[config.mk]
export PLATFORM = sky130hd
export DESIGN_NAME = bram_port_arbiter
export DESIGN_NICKNAME = d
export VERILOG_FILES = /design/src/rtl/bram_port_arbiter.sv
export SDC_FILE = /design/constraint.sdc
export NUM_CORES = 1
export LEC_CHECK = 0
export CORE_ASPECT_RATIO = 1.4
export CORE_MARGIN = 8
export CORE_UTILIZATION = 29
export CTS_CLUSTER_SIZE = 20
export DETAILED_ROUTE_END_ITERATION = 16
export MAX_ROUTING_LAYER = met4
export PLACE_DENSITY = 0.84
export SLEW_MARGIN = 40
export SYNTH_ARGS = -nofsm -noshare
export SYNTH_HDL_FRONTEND = slang
export SYNTH_SLANG_ARGS = --single-unit
[constraint.sdc]
create_clock -name clk -period 1.8 [get_ports clk]
set_input_delay 0.45 -clock clk [delete_from_list [all_inputs] [get_ports clk]]
set_output_delay 0.45 -clock clk [all_outputs]
set_load 0.005 [all_outputs]
[src/rtl/bram_port_arbiter.sv]
// Arbiter sharing one single-port, 1-cycle-latency BRAM between the IF fetch
// and LS load/store requesters. LS has priority; a starvation counter lets IF through.
module bram_port_arbiter #(
  parameter int ADDR_W       = 14,
  parameter int STARVE_LIMIT = 4
) (
  input  logic              clk,
  input  logic              rstn,
  input  logic              if_req,
  input  logic [31:0]       if_addr,
  input  logic              if_flush,
  output logic              if_gnt,
  output logic              if_rvalid,
  output logic [31:0]       if_rdata,
  input  logic              ls_req,
  input  logic              ls_we,
  input  logic [3:0]        ls_wstrb,
  input  logic [31:0]       ls_addr,
  input  logic [31:0]       ls_wdata,
  output logic              ls_gnt,
  output logic              ls_rvalid,
  output logic [31:0]       ls_rdata,
  output logic              bram_en,
  output logic [3:0]        bram_we,
  output logic [ADDR_W-1:0] bram_addr,
  output logic [31:0]       bram_wdata,
  input  logic [31:0]       bram_rdata,
  output logic              stall_if,
  output logic              stall_ls
);

  localparam logic [3:0] LIMIT = 4'(STARVE_LIMIT);

  typedef enum logic [1:0] {
    OWN_NONE = 2'd0,
    OWN_IF   = 2'd1,
    OWN_LS   = 2'd2
  } owner_t;

  owner_t      resp_owner_q, resp_owner_d;
  logic [3:0]  starve_cnt_q, starve_cnt_d;
  logic [31:0] if_rdata_q, if_rdata_d;
  logic [31:0] ls_rdata_q, ls_rdata_d;

  logic if_req_m;
  logic ls_req_m;
  logic if_wins;

  // Address bits outside the word index are intentionally ignored.
  logic unused_addr_bits;
  assign unused_addr_bits = ^{if_addr, ls_addr};

  // Arbitration: requests are masked while reset is asserted.
  always_comb begin
    if_req_m = if_req & rstn;
    ls_req_m = ls_req & rstn;
    if_wins  = (starve_cnt_q == LIMIT);
    ls_gnt   = ls_req_m & (~if_req_m | ~if_wins);
    if_gnt   = if_req_m & (~ls_req_m | if_wins);
    stall_if = if_req_m & ~if_gnt;
    stall_ls = ls_req_m & ~ls_gnt;
  end

  // BRAM port drive for the granted requester.
  always_comb begin
    bram_en    = 1'b0;
    bram_we    = 4'b0000;
    bram_addr  = '0;
    bram_wdata = '0;
    if (ls_gnt) begin
      bram_en   = 1'b1;
      bram_addr = ls_addr[ADDR_W+1:2];
      if (ls_we) begin
        bram_we    = ls_wstrb;
        bram_wdata = ls_wdata;
      end
    end else if (if_gnt) begin
      bram_en   = 1'b1;
      bram_addr = if_addr[ADDR_W+1:2];
    end
  end

  // Next-state: starvation counter and response owner.
  always_comb begin
    starve_cnt_d = starve_cnt_q;
    if (!if_req_m || if_gnt) begin
      starve_cnt_d = 4'd0;
    end else if (starve_cnt_q < LIMIT) begin
      starve_cnt_d = starve_cnt_q + 4'd1;
    end

    // A fetch flushed in its grant cycle is recorded as ownerless so its data is dropped.
    resp_owner_d = OWN_NONE;
    if (ls_gnt && !ls_we) begin
      resp_owner_d = OWN_LS;
    end else if (if_gnt && !if_flush) begin
      resp_owner_d = OWN_IF;
    end
  end

  // Response cycle: data bypasses straight from the BRAM and is captured for holding.
  always_comb begin
    if_rvalid  = (resp_owner_q == OWN_IF) && !if_flush;
    ls_rvalid  = (resp_owner_q == OWN_LS);
    if_rdata_d = if_rvalid ? bram_rdata : if_rdata_q;
    ls_rdata_d = ls_rvalid ? bram_rdata : ls_rdata_q;
    if_rdata   = if_rdata_d;
    ls_rdata   = ls_rdata_d;
  end

  always_ff @(posedge clk or negedge rstn) begin
    if (!rstn) begin
      starve_cnt_q <= 4'd0;
      resp_owner_q <= OWN_NONE;
      if_rdata_q   <= 32'd0;
      ls_rdata_q   <= 32'd0;
    end else begin
      starve_cnt_q <= starve_cnt_d;
      resp_owner_q <= resp_owner_d;
      if_rdata_q   <= if_rdata_d;
      ls_rdata_q   <= ls_rdata_d;
    end
  end

endmodule

==> metrics.txt, run 1 <==
die area approximately 0.014 sq mm; Tmin final approximately 2400 ps; layout cells sized above 1 0.623; WL final roughly 15000 microns; Slew @ Worst Pin around 420 ps; Synth Instances about 230; peak supply drop ~0.00044 V; register bit count reported by yosys 70; failing checks setup timing; required time of the critical path between 1000 and 1500 ps; setup violators final 120; top cell type's share of synthesized area 0.559; YS warnings 0; # Max-Cap Violations 0; 1st-pass router iterations 4; fmax between 400 and 500 MHz; CP most frequent cell buf_6; critical path cell sequence nor3b_4 -> buf_6 -> buf_6 -> buf_12 -> buf_12 -> mux2_4 -> buf_6; Avg Inst Size Synth 13.8 sq um; CTS Sinks 70; Clock Pin Slew Worst Setup and Hold Paths roughly 60 ps; pins over their slew limit 0; H-tree Lvls 3; synth top area cells dfrtp_1 (56%), mux2_2 (21%), and2_1 (7.2%); reg-to-reg startpoint resp_owner_q[1]; Crit Path Class flip-flop to output port; Seq/Total Area, Yosys 0.559; Max Buffers Root-to-Sink 2; Die H 139 microns; Nets 690; GRT overflow 0; via count 3145; Hold Fails Final Rpt 0; vias in the first global route 3497; FF-to-FF End if_rdata_q[30]; slew margin rel. 0.722; Core Footprint around 0.011 sq mm; Detail Route Antenna Nets 0; num rows between 40 and 50; startpoint types flip-flop; vias per std cell roughly 4.5; unrepaired setup endpoints after global routing yes; pwr dens around 810 mW/mm^2; Hold WC Path Type primary input to asynchronous set/reset pin; DR iter-0 viols just under 80; worst reg2reg setup slack around 40 ps; crit end category output port; CTS tree yes; CTS root buffer clkbuf_16; outcome finished, violations left; Die X a little over 100 microns; Netlist cell types 24; drt drc 0; Port Buffers between 200 and 250; antenna violations before repair 0; slowest stage delay, CP 410 ps; TritonCTS Buffers 9; period utilisation layout 1.31; first-pass GRT wire length roughly 21000 microns; Clock Skews 5.24 ps; Pleak around 3.4 nW; gp weighted congestion slightly below 0.8; most frequent cells in the layout buf_6 (115), clkdlybuf4s50_1 (97), dfrtp_1 (70); Detailed Place HPWL ~9500 microns; Synth area leader dfrtp_1; Hold WS around 270 ps; Mapped Nets around 370; area of the mapped netlist 0.00313 sq mm; worst-case reg-to-reg path depth 7; Area Growth Syn to Fin 129%; WL/cell 21.6 microns; leading cell type in the layout, fill and taps excluded buf_6; CP max-delay cell dfrtp_1; largest net degree at the start of global routing 41; Initial Util 0.293; Critical Path AT 1910 ps; setup ws final -556 ps; ANT cells 0; IO Count around 260; total chip power 5.83 mW; Clock Latency Late Sink 330 ps; Max FO, Critical Path 5; global-route usage over all layers 0.196
registers in the layout, summed over array words and instances (netlist names):
register,count
starve_cnt_q,4
resp_owner_q,2
if_rdata_q,32
ls_rdata_q,32
worst max-delay path: cells and delay by family, from the launching register on:
| family | cells | cell delay, ps |
|---|---|---|
| buffers and inverters | 5 | 590 |
| DFF | 1 | 410 |
| muxes | 1 | 300 |
| and+or+nand+nor | 1 | 280 |
kinds of logic after synthesis:
group           synth area share
flops                      0.559
mux                        0.230
simple gates               0.106
compound gates            0.0491
buf+inv                   0.0447
fa+ha+maj                0.00799
xor+xnor                 0.00280
metal layers:
metal / vias up / GRT usage / wire length, microns
met4: 0 / 0.0765 / 235
met2: 114 / 0.339 / 8270
li1: 1434 / - / -
met5: - / - / 0
met1: 1579 / 0.214 / 5850
met3: 18 / 0.0433 / 712
through the flow:
step / TNS [ps] / setup WS, ps / cell area (sq um) / util / instances
after CTS: -54150 / -543 / 6740 / 0.630 / 672
after floorplan: 0 / 17.0 / 3130 / - / 227
after global routing: -59770 / -625 / 7160 / 0.670 / 696
after detailed placement: -87320 / -943 / 5650 / 0.528 / 595
final: -50870 / -556 / 7160 / 0.670 / 696
after global placement: -82970 / -944 / 5630 / 0.526 / 594
cell usage after synthesis, drive strengths merged:
cell	number
a22o	14
and2b	1
and4	1
nor2	5
o21a	1
nand2	3
o21ai	1
nand4	1
dfrtp	70
nand4b	1
buf	14
ha	2
and2	36
nor3b	1
nand3b	1
nor2b	3
inv	4
a21oi	3
mux2	64
xnor2	1
area by class of cell:
| class | instances | area (sq um) |
|---|---|---|
| timing repair buffer | 326 | 3350 |
| clock inverter | 5 | 33.8 |
| clock buffer | 11 | 243 |
| fill | 719 | 3530 |
| tap | 141 | 176 |
| multi-input combinational | 139 | 1600 |
| inverter | 4 | 15.0 |
| sequential | 70 | 1750 |
timing repair:
item | 4_1_cts | 5_1_grt
gates resized for setup | 588 | 124
gates cloned | 9 | 7
buffers inserted | 56 | 32
endpoints found under the setup margin | 121 | 120
pin swaps | 8 | 35
hold buffers | 0 | 0
how the worst max path moves through the flow:
stage / start / end / slack, ps / cells past startpoint
final: resp_owner_q[1] / if_rdata[11] / -560 / 7
after global routing: starve_cnt_q[0] / bram_addr[0] / -620 / 9
after CTS: starve_cnt_q[1] / bram_addr[1] / -540 / 8
after detailed placement: if_flush / if_rdata[12] / -940 / 5
after global placement: if_flush / if_rdata[10] / -940 / 5
after floorplan: starve_cnt_q[0] / bram_addr[10] / 20 / 7
power by group:
group | switching, mW | internal (mW) | leakage, nW
sequential | 0.111 | 1.89 | 0.856
combinational | 0.712 | 1.48 | 2.46
clock | 0.658 | 0.969 | 0.132
(Power assumes the default switching activity.)
==> inputs of run 2 (changes only) <==
- REMOVE_ABC_BUFFERS: default -> 1
==> run 2 against run 1 <==
The flow still finishes with violations (setup timing). Global-route usage increased by 0.25 points. Combinational power decreased by 8%. Wire length grew 1.7%. First-iteration DRC count fell by 32%. Fmax decreased by 3.5%. Power decreased by 0.56%.
==> metrics.txt, run 2 (synthesis results as in run 1) <==
outcome finished, violations left (unchanged); failing checks setup timing (unchanged); worst-case reg-to-reg path depth 7 (unchanged); biggest regs if_rdata_q x32, ls_rdata_q x32, starve_cnt_q x4 (unchanged); die area 0.0144 sq mm (unchanged); CP startpoint starve_cnt_q[0] (was resp_owner_q[1]); CTS Sinks 70 (unchanged); pins over their slew limit 0 (unchanged); DP Area 0.00561 sq mm (was 0.00565 sq mm); via count 3161 (was 3145); total negative slack -54030 ps (was -50870 ps); reg-to-reg startpoint resp_owner_q[0] (was resp_owner_q[1]); total chip power 5.79 mW (was 5.83 mW); H-tree Lvls 3 (unchanged); leading cell type in the layout, fill and taps excluded buf_6 (unchanged); non-filler cells, final 700 (was 696); slew margin rel. 0.594 (was 0.722); vias in the first global route 3544 (was 3497); Crit Path Class flip-flop to output port (unchanged); Clock Latency Late Sink 330 ps (about the same); worst reg2reg setup slack 140 ps (was 40 ps); first-pass GRT wire length 21700 microns (was 21400 microns); num rows 45 (unchanged); Initial Util 0.293 (unchanged); WL/cell 21.9 microns (was 21.6 microns); GRT overflow 0 (unchanged); setup ws final -642 ps (was -556 ps); Detailed Place HPWL 9300 microns (was 9500 microns); most frequent cells in the layout buf_6 (114), clkdlybuf4s50_1 (98), dfrtp_1 (70) (was buf_6 (115), clkdlybuf4s50_1 (97), dfrtp_1 (70)); pwr dens 801 mW/mm^2 (was 813 mW/mm^2); Hold Fails Final Rpt 0 (unchanged); Clock Pin Slew Worst Setup and Hold Paths 50 ps (was 60 ps); dpl ws -903 ps (was -943 ps); cell total after placement 594 (was 595); peak supply drop 0.000557 V (was 0.000440 V); period utilisation layout 1.36 (was 1.31); vias per std cell 4.52 (about the same); 1st-pass router iterations 4 (unchanged); Max FO, Critical Path 7 (was 5); Core Footprint 0.0107 sq mm (unchanged); # Max-Cap Violations 0 (unchanged); setup violators final 120 (unchanged); antenna violations before repair 1 (was 0); global-route usage over all layers 0.199 (was 0.196); Pleak 3.46 nW (was 3.45 nW); largest net degree at the start of global routing 67 (was 41); layout cells sized above 1 0.627 (was 0.623); required time of the critical path 1350 ps (about the same); gp weighted congestion 0.800 (was 0.794); fmax 409 MHz (was 424 MHz); Hold WS 103 ps (was 268 ps); unrepaired setup endpoints after global routing yes (unchanged); TritonCTS Buffers 9 (unchanged); Detail Route Antenna Nets 0 (unchanged); Area Growth Syn to Fin 131% (was 129%); CTS tree yes (unchanged); Hold WC Path Type primary input to asynchronous set/reset pin (unchanged); Port Buffers 222 (unchanged); startpoint types flip-flop (unchanged); Critical Path AT 1990 ps (was 1910 ps); IO Count 259 (unchanged); crit end category output port (unchanged); WL final 15300 microns (was 15100 microns); Final Instance Area 0.00724 sq mm (was 0.00716 sq mm); Slew @ Worst Pin 609 ps (was 417 ps); Die X 104 microns (unchanged); drt drc 0 (unchanged); Core Util, Final 0.676 (was 0.670); CTS root buffer clkbuf_16 (unchanged); Max Buffers Root-to-Sink 2 (unchanged); Tmin final 2440 ps (was 2360 ps); Clock Skews 6.19 ps (was 5.24 ps); FF-to-FF End if_rdata_q[6] (was if_rdata_q[30]); Die H 139 microns (unchanged); Nets 693 (was 690); DR iter-0 viols 53 (was 78)
[run 2: timing repair]
| action | 4_1_cts | 5_1_grt |
|---|---|---|
| hold buffers | 0 | 0 |
| gates resized for setup | 517 | 175 |
| buffers inserted | 55 | 38 |
| endpoints found under the setup margin | 121 | 124 |
| hold endpoints to repair | 0 | 0 |
| pin swaps | 29 | 22 |
| cloned | 8 | 4 |
[run 2: worst max path at each step]
stage | endpoint | slack (ps) | depth (start not counted)
after CTS | bram_wdata[5] | -670 | 7
after global routing | bram_wdata[29] | -720 | 9
final | bram_wdata[29] | -640 | 9
after detailed placement | if_rdata[20] | -900 | 5
after floorplan | ls_rdata[0] | -1000 | 2
after global placement | if_rdata[22] | -860 | 5
[run 2: area by class of cell]
cell class / count / area (sq um)
fill: 732 / 3460
timing repair buffer: 329 / 3400
sequential: 70 / 1750
multi-input combinational: 139 / 1590
clock buffer: 9 / 225
tap: 141 / 176
clock inverter: 7 / 73.8
inverter: 4 / 15.0
antenna: 1 / 2.50
[run 2: worst max-delay path: stages, from the launching register on]
cell and delay [ps]:
dfrtp_1 390, inv_2 90, ha_4 130, nand4b_1 130
and4_4 300, buf_16 150, buf_8 120, buf_6 110
and2_4 130, buf_6 110
[run 2: routing by layer]
metal / global-route usage / wire (microns) / vias up / part of all wire
met4: 0.0658 / 381 / 0 / 0.025
met2: 0.366 / 8760 / 92 / 0.57
met5: - / 0 / - / 0
li1: - / - / 1446 / -
met1: 0.208 / 5670 / 1597 / 0.37
met3: 0.0344 / 507 / 26 / 0.033
[run 2: where the power goes]
part	internal [mW]	switching [mW]	leakage [nW]
clock	1.08	0.687	0.146
sequential	1.89	0.104	0.856
combinational	1.35	0.684	2.46
total	4.32	1.48	3.46
==> inputs of run 3 (changes only) <==
- PLACE_DENSITY: 0.84 -> 0.83
==> run 3 against run 2 <==
The run still ends with setup timing left. Die area unchanged. Design area down 1.2%. Combinational power grew 11%. Wire length shrank 4.3%. Flip-flop and latch count did not move. Via count decreased by 3.6%. Count of clock-buffer cells in the layout rose by 1. Setup slack improved by 69 ps. First-iteration DRC count up 45%. Final cell count fell by 2.6%. Utilization shrank 0.84 points. Largest cell class unchanged. Non-clock buffer count fell by 17.
==> metrics.txt, run 3 (synthesis results as in run 1) <==
non-filler cells, final 682 (was 700); CTS Sinks 70 (unchanged); biggest regs if_rdata_q x32, ls_rdata_q x32, starve_cnt_q x4 (unchanged); pins over their slew limit 0 (unchanged); Clock Pin Slew Worst Setup and Hold Paths 60 ps (was 50 ps); # Max-Cap Violations 0 (unchanged); Max Buffers Root-to-Sink 2 (unchanged); Tmin final 2370 ps (was 2440 ps); CTS root buffer clkbuf_16 (unchanged); Hold Fails Final Rpt 0 (unchanged); most frequent cells in the layout buf_6 (124), clkdlybuf4s50_1 (97), dfrtp_1 (70) (was buf_6 (114), clkdlybuf4s50_1 (98), dfrtp_1 (70)); ANT cells 0 (was 1); total negative slack -53070 ps (was -54030 ps); Clock Latency Late Sink 330 ps (about the same); Port Buffers 222 (unchanged); Slew @ Worst Pin 607 ps (was 609 ps); largest net degree at the start of global routing 67 (unchanged); global-route usage over all layers 0.196 (was 0.199); Hold WS 166 ps (was 103 ps); cell total after placement 595 (was 594); GRT overflow 0 (unchanged); Clock Skews 6.69 ps (was 6.19 ps); failing checks setup timing (unchanged); TritonCTS Buffers 9 (unchanged); CTS tree yes (unchanged); num rows 45 (unchanged); die area 0.0144 sq mm (unchanged); Die X 104 microns (unchanged); Area Growth Syn to Fin 128% (was 131%); startpoint types flip-flop (unchanged); Crit Path Class flip-flop to output port (unchanged); setup ws final -573 ps (was -642 ps); Die H 139 microns (unchanged); Detail Route Antenna Nets 0 (unchanged); leading cell type in the layout, fill and taps excluded buf_6 (unchanged); pwr dens 832 mW/mm^2 (was 801 mW/mm^2); outcome finished, violations left (unchanged); number of fillers in the final layout 760 (was 732); first-pass GRT wire length 21400 microns (was 21700 microns); layout cells sized above 1 0.610 (was 0.627); Core Footprint 0.0107 sq mm (unchanged); dpl ws -904 ps (was -903 ps); CP startpoint starve_cnt_q[1] (was starve_cnt_q[0]); WL/cell 21.5 microns (was 21.9 microns); Nets 676 (was 693); via count 3048 (was 3161); required time of the critical path 1350 ps (about the same); crit end category output port (unchanged); vias per std cell 4.47 (was 4.52); Critical Path AT 1920 ps (was 1990 ps); IO Count 259 (unchanged); WL final 14700 microns (was 15300 microns); H-tree Lvls 3 (unchanged); 1st-pass router iterations 4 (unchanged); Max FO, Critical Path 5 (was 7); reg-to-reg startpoint resp_owner_q[0] (unchanged); antenna violations before repair 0 (was 1); vias in the first global route 3433 (was 3544); DR iter-0 viols 77 (was 53); gp weighted congestion 0.822 (was 0.800); Detailed Place HPWL 9430 microns (was 9300 microns); Hold WC Path Type primary input to asynchronous set/reset pin (unchanged); peak supply drop 0.000662 V (was 0.000557 V); period utilisation layout 1.32 (was 1.36); Core Util, Final 0.668 (was 0.676); drt drc 0 (unchanged); slew margin rel. 0.595 (was 0.594); Pleak 3.42 nW (was 3.46 nW); fmax 421 MHz (was 409 MHz); unrepaired setup endpoints after global routing yes (unchanged); setup violators final 120 (unchanged); Initial Util 0.293 (unchanged)
==> run 3: cell types whose count changed in the layout (fill, tap and decap cells not counted), moves of 3 or more <==
cell / change
buf_12: -5
clkbuf_2: -20
buf_6: +10
buf_16: +5
and2_4: -3
buf_4: -3
inv_6: +3
mux2_4: +7
and2_1: +3
buf_2: +4
mux2_2: -7
buf_8: -3
==> run 3: where the power goes <==
group	total (mW)	switching (mW)	leakage (nW)	internal [mW]
Combinational	2.26	0.726	2.42	1.53
Sequential	2.00	0.106	0.856	1.89
Clock	1.69	0.699	0.140	0.991
Total	5.94	1.53	3.42	4.41
==> run 3: cell type report <==
cell class | count | area (sq um) | share of cell area
Tap cell | 141 | 176 | 0.0247
Inverter | 4 | 15.0 | 0.00210
Clock inverter | 6 | 51.3 | 0.00718
Multi-Input combinational cell | 139 | 1590 | 0.223
Sequential cell | 70 | 1750 | 0.245
Clock buffer | 10 | 239 | 0.0334
Timing Repair Buffer | 312 | 3320 | 0.465
==> run 3: repair_timing <==
action,CTS,global route
endpoints found under the setup margin,121,121
pin swaps,36,15
setup buffers,44,22
resized for setup,673,63
hold buffers,0,0
cloned,13,2
==> run 3: per-layer routing <==
metal,vias to the layer above,share of wire,track usage
met5,-,0,-
met4,0,0.020,0.0650
met3,19,0.034,0.0288
met2,91,0.57,0.362
met1,1535,0.37,0.208
li1,1403,-,-
==> run 3: critical path, stage by stage (launching register included) <==
cell and delay, ps:
dfrtp_1 370, inv_2 60, ha_4 150, nand4b_1 120
and4_4 360, buf_8 180, clkbuf_16 140, and2_4 140
buf_6 90
==> run 3: worst paths after layout <==
path,to,slack (ps),depth (start not counted)
max,bram_wdata[11],-570,8
min,starve_cnt_q[1],170,2
max reg2reg,if_rdata_q[31],30,8
min reg2reg,if_rdata_q[28],490,1
max in group asynchronous,ls_rdata_q[30],1000,2
min in group clk,if_rdata_q[28],490,1
==> run 3: metrics by stage <==
step | cell area [sq um] | power, mW
after global placement | 5600 | 3.57
after global routing | 7150 | 6.18
after detailed placement | 5600 | 3.63
final | 7150 | 5.94
after floorplan | 3010 | 2.46
after CTS | 6850 | 5.77
==> patch 1: new RTL, flow settings as in run 2 <==
`ADDR_W`: 14 -> 15.
--- a/src/rtl/bram_port_arbiter.sv
+++ b/src/rtl/bram_port_arbiter.sv
@@ -2,5 +2,5 @@
 // and LS load/store requesters. LS has priority; a starvation counter lets IF through.
 module bram_port_arbiter #(
-  parameter int ADDR_W       = 14,
+  parameter int ADDR_W       = 15,
   parameter int STARVE_LIMIT = 4
 ) (
Interface: changed (resized bram_addr); port bits go from 259 to 260. The function was not compared with the original's and may differ.
==> patch 1 against run 2 <==
- the run still ends with negative setup slack left
- total power decreased by 0.32%
- combinational power up 8%
- first-iteration DRC count up 30%
- sequential cell count unchanged
- routed wire length increased by 0.86%
- non-clock buffer count grew 3
- synthesized area increased by 0.40%
- clock skew increased by 0.0014 ns
- final area rose by 1.5%
- setup slack improved by 0.074 ns
- clock power shrank 10%
- critical path type unchanged
- largest cell class unchanged
==> patch 1: results (changes against run 2) <==
Setup WS pre-CTS -0.9037 ns (-0.001242 ns); IO buf count 225 (+1.4%); synthesized instance count 228 (+0.44%); sequential-to-total area share from yosys stat 55.71% (-0.22 points); crit path DAT 1.92 ns (-0.07 ns); Clock Skews 0.007569 ns (+0.001375 ns); PnR worst setup slack -0.5678 ns (+0.07433 ns); fin cells 705 (+0.71%); failing checks negative setup slack; # setup viols final 121 (+0.83%); number of global-route vias before repair 3641 (+2.7%); first-pass GRT wire length 22.06 mm (+1.7%); compound-gate portion of the synthesized area 5.173% (+0.26 points); largest net degree at the start of global routing 57 (-15%); placed cell area 0.005654 mm^2 (+0.87%); Synth Area in Adders 0.7959% (-0.0032 points); initial antenna violation count 2 (+1); fraction of layout cells with a size suffix above 1 62.46% (-0.27 points); Vias per Instance 4.519 (about the same); fillers 727 (-0.68%); TNS Setup -50.27 ns (+3.761 ns); status finished with violations; All-Layer GR Usage 20.12% (+0.26 points); xor/xnor share of the synthesized area 0.2786% (-0.0011 points); detailed placement HPWL 9.404 mm (+1.1%); most instantiated cells after synthesis 70 x dfrtp_1, 59 x mux2_2, 36 x and2_1; Detailed Route Iter0 Violations 69 (+30%); r2r setup slk 0.09 ns (-0.05 ns); leakage 3.520 nW (+1.8%); Final Util 68.63% (+0.99 points); Slew HR 51.22% (-8.2 points); synth top area cells dfrtp_1 56%, mux2_2 21%, and2_1 7.2%; post-synthesis mux area share 22.92% (-0.092 points); Worst Path Max Fanout 5 (-2); drt wl/cell 21.92 um (+0.15%); fin nets 697 (+0.58%)
-- patch 1: timing repair --
item / 4_1_cts / 5_1_grt
cloned: 11 / 2
setup buffers: 65 / 22
gates resized for setup: 644 / 97
pin swaps: 37 / 15
setup endpoints to repair: 122 / 126
-- patch 1: final cells by class --
class / instances / area share, %
Multi-Input combinational cell: 140 / 22.00
Inverter: 4 / 0.2045
Clock inverter: 4 / 0.3067
Clock buffer: 12 / 3.357
Timing Repair Buffer: 332 / 47.80
Antenna cell: 2 / 0.06817
Tap cell: 141 / 2.403
Sequential cell: 70 / 23.86
-- patch 1: final timing paths --
check | end
min in group clk | ls_rdata_q[14]
max in group asynchronous | ls_rdata_q[5]
worst min-delay path | starve_cnt_q[3]
worst min register to register | ls_rdata_q[14]
worst max register to register | ls_rdata_q[3]
worst max-delay path | bram_wdata[21]
-- patch 1: power by group --
group	switching (mW)	total, mW	internal (mW)
Combinational	0.724	2.19	1.47
Clock	0.621	1.58	0.963
Sequential	0.109	2.00	1.89
-- patch 1: logic make-up after synthesis --
family                   count (synthesis)
buffers and inverters                   18
AND/OR/NAND/NOR                         53
multiplexers                            64
flip-flops                              70
XOR/XNOR                                 1
AO/OA/AOI/OAI                           20
adder cells (fa/ha/maj)                  2
-- patch 1: metal layers --
metal | up-vias | global-route usage [%] | wire length [um]
met5 | - | - | 0
met4 | 0 | 9.028 | 492
met3 | 31 | 3.023 | 580
met2 | 118 | 36.18 | 8598
met1 | 1585 | 21.22 | 5782
li1 | 1452 | - | -
==> patch 2: new RTL, flow settings as in run 2 <==
Made on the original files. The 3 values of `owner_t` get a one-hot encoding in 3 bits.
--- a/src/rtl/bram_port_arbiter.sv
+++ b/src/rtl/bram_port_arbiter.sv
@@ -32,8 +32,8 @@
   localparam logic [3:0] LIMIT = 4'(STARVE_LIMIT);
 
-  typedef enum logic [1:0] {
-    OWN_NONE = 2'd0,
-    OWN_IF   = 2'd1,
-    OWN_LS   = 2'd2
+  typedef enum logic [2:0] {
+    OWN_NONE = 3'b001,
+    OWN_IF   = 3'b010,
+    OWN_LS   = 3'b100
   } owner_t;
 
Formal check against the unedited RTL: no difference found for any inputs over 4 cycles, from zero or initial values and one cycle with rstn low; so few cycles prove little.
==> patch 2 against run 2 <==
- the flow still finishes with violations (negative setup slack)
- cell count fell by 2.7%
- sequential cell count rose by 1
- total power fell by 1.7%
- routed wire length fell by 5.9%
- setup slack improved by 0.095 ns
- via count fell by 4.0%
- final area fell by 2.0%
- synthesized area rose by 0.60%
- largest power group is now registers
- highest routed layer unchanged
==> patch 2: results (changes against run 2) <==
status finished with violations; failing checks negative setup slack; Worst Path Max Fanout 5 (-2); Vias per Instance 4.458 (-1.3%); Non-CTS inverters 6 (+2); Slew HR 61.43% (+2.0 points); Setup WS pre-CTS -0.9789 ns (-0.07635 ns); worst r2r src resp_owner_q[0]; # setup viols final 120 (unchanged); detailed placement HPWL 9.617 mm (+3.4%); sequential-to-total area share from yosys stat 56.43% (+0.50 points); placed cell area 0.005663 mm^2 (+1.0%); All-Layer GR Usage 19.70% (-0.16 points); crit path DAT 1.90 ns (-0.09 ns); synth top area cells dfrtp_1 56%, mux2_2 22%, and2_1 7.5%; Clock Skews 0.006177 ns (-0.00001685 ns); PnR worst setup slack -0.5467 ns (+0.09547 ns); sequential share of cell area 25.08% (+0.88 points); xor/xnor share of the synthesized area 0.2780% (-0.0017 points); leakage 3.417 nW (-1.2%); worst vdd ir 0.0005298 V (-4.9%); most instantiated cells after synthesis 70 x dfrtp_1, 61 x mux2_2, 38 x and2_1; Seq Cell Count 71 (+1.4%); Multi-input comb cells 140 (+0.72%); Clock-cell share 4.607% (+0.47 points); Detailed Route Iter0 Violations 52 (-1.9%); number of global-route vias before repair 3546 (+0.056%); Multi-input gate area 0.001614 mm^2 (+1.3%); Distinct cells, synth 27 (+13%)
-- patch 2: how the worst max path moves through the flow --
stage | startpoint | endpoint | slack (ns) | depth (start not counted)
detailed placement | if_flush | if_rdata[18] | -0.98 | 5
finish | starve_cnt_q[0] | bram_wdata[25] | -0.55 | 9
global route | starve_cnt_q[1] | bram_wdata[3] | -0.61 | 9
CTS | resp_owner_q[2] | if_rdata[18] | -0.59 | 7
floorplan | resp_owner_q[1] | ls_rdata[0] | -0.84 | 2
global placement | if_flush | if_rdata[18] | -0.94 | 5
-- patch 2: stage by stage --
step | instances | hold WS [ns] | util, %
global route | 681 | 0.2187 | 66.26
CTS | 677 | 0.1787 | 65.84
floorplan | 217 | 0.1544 | -
detailed placement | 601 | 0.4752 | 52.94
global placement | 601 | 0.4672 | 52.94
finish | 681 | 0.1985 | 66.26
-- patch 2: metal layers --
layer	share of wire, %	up-vias	wire length (um)	global-route usage (%)
met5	0	-	0	-
met4	3.0	0	428	8.110
met3	4.2	29	600	3.743
met2	56	93	8112	36.59
met1	37	1507	5282	19.67
li1	-	1407	-	-
-- patch 2: what timing repair did --
item / 4_1_cts / 5_1_grt
gates cloned: 11 / 0
setup buffers: 50 / 11
setup endpoints to repair: 121 / 120
pin swaps: 52 / 2
gates resized for setup: 712 / 27
-- patch 2: power by group through the flow --
stage / Combinational, mW / Sequential [mW] / Clock [mW]
2_1_floorplan: 0.403 / 1.92 / 0
3_3_place_gp: 1.37 / 1.93 / 0
3_5_place_dp: 1.40 / 1.95 / 0
4_1_cts: 1.77 / 1.93 / 1.95
5_1_grt: 1.95 / 1.96 / 2.03
6_report: 1.85 / 1.94 / 1.91
